$ cat src/rtl/ram_burst_ctrl.sv
// Burst controller in front of a single-port synchronous RAM.
// Write bursts stream words from wr_* into consecutive addresses; read bursts
// stream consecutive addresses out through a 2-entry FIFO with a bypass path,
// so the first word appears the cycle after its read is issued.
module ram_burst_ctrl #(
    parameter int DW = 16,
    parameter int AW = 4
) (
    input  logic          clk,
    input  logic          sys_rst,
    input  logic          start,
    input  logic          mode,
    input  logic [AW-1:0] base_addr,
    input  logic [AW:0]   len,
    output logic          busy,
    output logic          done,
    input  logic [DW-1:0] wr_data,
    input  logic          wr_valid,
    output logic          wr_ready,
    output logic [DW-1:0] rd_data,
    output logic          rd_valid,
    input  logic          rd_ready,
    output logic          ram_en,
    output logic          ram_we,
    output logic [AW-1:0] ram_addr,
    output logic [DW-1:0] ram_din,
    input  logic [DW-1:0] ram_dout
);

    typedef enum logic [1:0] {IDLE, WR, RD, FIN} state_t;

    state_t        state_q, state_d;
    logic [AW-1:0] base_q;
    logic [AW:0]   len_q;
    logic [AW:0]   iss_q;               // words written, or reads issued
    logic [AW:0]   pop_q;               // words delivered on the read stream
    logic [1:0]    cnt_q;               // words held in the FIFO storage
    logic          inf_q;               // a read was issued last cycle
    logic          rptr_q, wptr_q;
    logic [DW-1:0] mem_q [2];

    logic          wr_xfer, rd_issue, pop, rd_vld;
    logic [2:0]    occ;
    logic [DW-1:0] head;
    logic [AW-1:0] cur_addr;

    // Datapath decode: transfers, FIFO occupancy and read issue decision.
    always_comb begin
        cur_addr = base_q + iss_q[AW-1:0];
        wr_xfer  = (state_q == WR) && wr_valid;
        // The word returning from RAM this cycle is visible immediately (bypass).
        rd_vld   = (state_q == RD) && ((cnt_q != 2'd0) || inf_q);
        head     = (cnt_q != 2'd0) ? mem_q[rptr_q] : ram_dout;
        pop      = rd_vld && rd_ready;
        // Occupancy after this cycle's push/pop, before any new issue.
        occ      = {1'b0, cnt_q} + {2'b00, inf_q} - {2'b00, pop};
        rd_issue = (state_q == RD) && (iss_q < len_q) && (occ < 3'd2);
    end

    // Next-state logic and combinational outputs.
    always_comb begin
        state_d  = state_q;
        busy     = (state_q != IDLE);
        done     = (state_q == FIN);
        wr_ready = (state_q == WR);
        rd_valid = rd_vld;
        rd_data  = rd_vld ? head : '0;
        ram_en   = wr_xfer || rd_issue;
        ram_we   = wr_xfer;
        ram_addr = (wr_xfer || rd_issue) ? cur_addr : '0;
        ram_din  = wr_xfer ? wr_data : '0;
        case (state_q)
            IDLE: if (start) begin
                if (len == '0)  state_d = FIN;
                else if (mode)  state_d = WR;
                else            state_d = RD;
            end
            WR:   if (wr_xfer && (iss_q + 1'b1 == len_q)) state_d = FIN;
            RD:   if (pop && (pop_q + 1'b1 == len_q))     state_d = FIN;
            FIN:  state_d = IDLE;
            default: state_d = IDLE;
        endcase
    end

    // State register.
    always_ff @(posedge clk or posedge sys_rst) begin
        if (sys_rst) state_q <= IDLE;
        else         state_q <= state_d;
    end

    // Burst bookkeeping and read FIFO.
    always_ff @(posedge clk or posedge sys_rst) begin
        if (sys_rst) begin
            base_q   <= '0;
            len_q    <= '0;
            iss_q    <= '0;
            pop_q    <= '0;
            cnt_q    <= '0;
            inf_q    <= 1'b0;
            rptr_q   <= 1'b0;
            wptr_q   <= 1'b0;
            mem_q[0] <= '0;
            mem_q[1] <= '0;
        end else if (state_q == IDLE) begin
            if (start) begin
                base_q <= base_addr;
                len_q  <= len;
            end
            iss_q  <= '0;
            pop_q  <= '0;
            cnt_q  <= '0;
            inf_q  <= 1'b0;
            rptr_q <= 1'b0;
            wptr_q <= 1'b0;
        end else begin
            if (wr_xfer || rd_issue) iss_q <= iss_q + 1'b1;
            if (pop) begin
                pop_q  <= pop_q + 1'b1;
                rptr_q <= ~rptr_q;
            end
            // Returning word is always written; if it was bypassed and popped
            // the read pointer advances past it in the same cycle.
            if (inf_q) begin
                mem_q[wptr_q] <= ram_dout;
                wptr_q        <= ~wptr_q;
            end
            inf_q <= rd_issue;
            cnt_q <= occ[1:0];
        end
    end

endmodule

$ cat config.mk
export PLATFORM = sky130hd
export DESIGN_NAME = ram_burst_ctrl
export DESIGN_NICKNAME = d
export VERILOG_FILES = /design/src/rtl/ram_burst_ctrl.sv
export SDC_FILE = /design/constraint.sdc
export NUM_CORES = 1
export LEC_CHECK = 0
export BUFFER_PORTS_ARGS = -buffer_cell sky130_fd_sc_hd__buf_4
export CORE_MARGIN = 8
export CORE_UTILIZATION = 43
export CTS_CLUSTER_DIAMETER = 40
export DETAILED_ROUTE_END_ITERATION = 8
export GPL_TIMING_DRIVEN = 0
export PLACE_DENSITY_LB_ADDON = 0.05
export SYNTH_ARGS = -nofsm -noshare
export SYNTH_HDL_FRONTEND = slang
export SYNTH_SLANG_ARGS = --single-unit
$ cat constraint.sdc
create_clock -name clk -period 3.83 [get_ports clk]
set_clock_uncertainty 0.1 [all_clocks]
set_input_delay 0.383 -clock clk [delete_from_list [all_inputs] [get_ports clk]]
set_output_delay 0.383 -clock clk [all_outputs]
set_load 0.05 [all_outputs]
==> flow_metrics.tcl <==
set metrics [dict create \
    path_clk_slew_ps 70 \
    placedCellCount 529 \
    post_route_cells_drive_above_1_share_pct 38.5 \
    synth_edf_count 0 \
    diodes 0 \
    worst_pin_slew_ps 693 \
    dpl_cell_area_sq_um 4310 \
    crit_chain "or2_1 -> buf_4 -> o211ai_4 -> inv_4 -> ha_1 -> inv_1 -> ha_1 -> inv_1 -> fa_2 -> nand4b_1 -> inv_2 -> a21oi_4 -> nor2_2 -> buf_6" \
    drc 0 \
    synth_common_cells "dfrtp_1, mux2_2, nor2_1" \
    yosysTopAreaCell "dfrtp_1" \
    clk_latency_ps 340 \
    firstDrtPassIters 4 \
    clockRootBuffer "clkbuf_8" \
    powerDensity_nw_per_um2 871 \
    slew_headroom_pct 53.5 \
    final_nets 507 \
    hold_path.class "input port to flip-flop" \
    area_growth_pct 32.7 \
    die_h_um 106 \
    ir_worst_vdd_uv 612 \
    final_area_sq_um 4640 \
    setup_viol 0 \
    grt_pass1_wl_um 14800 \
    slew_viol_final 0 \
    htree_levels 3 \
    netlist_top_cells_area "dfrtp_1, mux2_2, ha_1" \
    ys_warn_count 0 \
    hold_viol 0 \
    worst-setup-path-type "flip-flop to output pin" \
    synth.most_common_cell "dfrtp_1" \
    hpwl_um 6570 \
    grt_use_total_pct 16.2 \
    grt_max_degree 40 \
    met3_length_um 402 \
    ys.flop_type "dfrtp_1" \
    period_share_pct 96.3 \
    p_leak_nw 2.16 \
    die-area_sq_um 11300 \
    crit_fanout 7 \
    ys_types 49 \
    syn_nets 400 \
    clock_path_buffers 2 \
    netlist_area_sq_um 3500 \
    yosys.area.top_type_share_pct 41.5 \
    min_period_ps 3690 \
    dr_total_vias 2891 \
    grt_pass1_vias 3030 \
    wl_met2_um 4360 \
    fmax_ghz 0.271 \
    cp-start-kind "flip-flop" \
    start_util_pct 43.5 \
    async_reset_ff_share_pct 100 \
    wirelength_um 8950 \
    fp-row-count 33 \
    top_layer_used "met4" \
    critPathMaxStageDelay_ps 530 \
    wl_per_cell_um 16.2 \
    cts_buffers 9 \
    gp_congestion 0.749 \
    clock-sinks 58 \
    ios 89 \
    avgSynthCellArea_sq_um 10.5 \
    fp.dieW_um 106 \
    vias_per_cell 5.24 \
    cpLargestDelayFamily "adder cells" \
    ant_nets 0 \
    cap_violations 0 \
    status "finished, final reports clean" \
    wl_met1_um 4060 \
    cp_data_required_time_ps 3350 \
    cts_tree "done" \
    drtIter0Drc 66 \
    core_sq_um 8050 \
    grt_overflow_total 0 \
    io_buffers 88 \
    ys_ff_latch 58 \
    seq_area_frac_synth_pct 41.5 \
    end_kind "output pin" \
    stdcell_count 552 \
    netlist_instances 335 \
    cpMaxStageDelayCell "fa_2" \
    cp.arrival_ps 3210 \
    critPathBufInv 6 \
    antenna_found_initial 0 \
]
layer usage:
| metal | up-vias | GRT usage, % |
|---|---|---|
| li1 | 1407 | - |
| met1 | 1415 | 19.8 |
| met2 | 59 | 27.2 |
| met3 | 10 | 3.63 |
| met4 | 0 | 6.13 |
| met5 | - | 0 |
state kept, by name, indices dropped and copies added, names as in the netlist, 2 cells and up:
name,flops
base_q,4
pop_q,5
len_q,5
mem_q,32
cnt_q,2
iss_q,5
state_q,2
path summary, 6_finish.rpt:
path	startpoint	end	slack, ps	cells past startpoint
setup / recovery	cnt_q[1]	ram_addr[3]	140	14
hold reg to reg	mem_q[7]	mem_q[7]	390	1
setup reg to reg	cnt_q[1]	iss_q[3]	450	13
min in group asynchronous	sys_rst	iss_q[1]	510	3
hold / removal	base_addr[2]	base_q[2]	180	2
max in group asynchronous	sys_rst	cnt_q[1]	2540	4
per-stage QoR:
stage | worst slack (ps) | setup TNS [ps] | hold WS [ps] | total power [mW] | utilization [%]
global route | -21.2 | -42.8 | 164 | 4.32 | 57.7
floorplan | 52.8 | 0 | 364 | 2.70 | -
CTS | 15.5 | 0 | 161 | 3.97 | 56.7
finish | 141 | 0 | 175 | 4.05 | 57.7
global placement | 75.7 | 0 | 376 | 3.23 | 53.3
detailed placement | 19.3 | 0 | 332 | 3.28 | 53.6
kinds of logic (layout without fill, tap and decap cells):
kind of cell,after synthesis,in the layout,synth area share [%]
muxes,57,57,17.8
adders and majority gates,18,18,6.86
AOI/OAI and AO/OA,50,50,10.7
buffers and inverters,37,149,4.40
DFF,58,58,41.5
and+or+nand+nor,95,95,13.8
xor gates and xnor gates,20,20,5.00
timing repair:
action / in CTS / in global routing
hold endpoints to repair: 19 / 0
endpoints found under the setup margin: 5 / 5
pin swaps: 1 / 3
buffers inserted: 1 / 5
gates resized for setup: 2 / 12
cloned: 0 / 0
hold buffers: 1 / 0
layout make-up:
| type | count | area, sq um |
|---|---|---|
| Buffer | 17 | 76.3 |
| Clock buffer | 12 | 155 |
| Clock inverter | 4 | 73.8 |
| Fill cell | 723 | 3410 |
| Inverter | 20 | 77.6 |
| Multi-Input combinational cell | 240 | 1930 |
| Sequential cell | 58 | 1450 |
| Tap cell | 105 | 131 |
| Timing Repair Buffer | 96 | 751 |
power breakdown:
| part | switching [mW] | internal [mW] | total, mW |
|---|---|---|---|
| clock | 0.248 | 0.402 | 0.651 |
| sequential | 0.187 | 0.893 | 1.08 |
| combinational | 1.38 | 0.935 | 2.32 |
| total | 1.82 | 2.23 | 4.05 |
layout by cell type (no fill, tap or decap), drive strengths merged, types with 2 or more instances in the layout:
| cell | synthesis | routed |
|---|---|---|
| nand3 | 8 | 8 |
| buf | 9 | 104 |
| or4 | 3 | 3 |
| dfrtp | 58 | 58 |
| or3 | 2 | 2 |
| and3 | 16 | 16 |
| nor4 | 2 | 2 |
| clkbuf | 8 | 20 |
| mux2i | 16 | 16 |
| nor3b | 2 | 2 |
| a21oi | 5 | 5 |
| nor2 | 30 | 30 |
| nand4 | 4 | 4 |
| xnor2 | 14 | 14 |
| bufinv | 0 | 2 |
| mux2 | 41 | 41 |
| xor2 | 6 | 6 |
| nand2 | 14 | 14 |
| nor3 | 4 | 4 |
| a221oi | 2 | 2 |
| o21ai | 7 | 7 |
| o211ai | 4 | 4 |
| ha | 16 | 16 |
| clkinv | 1 | 3 |
| and2 | 2 | 2 |
| o21a | 5 | 5 |
| fa | 2 | 2 |
| a22o | 2 | 2 |
| nor2b | 6 | 6 |
| inv | 19 | 19 |
| a211oi | 16 | 16 |
Power figures use the tool's default switching activity.
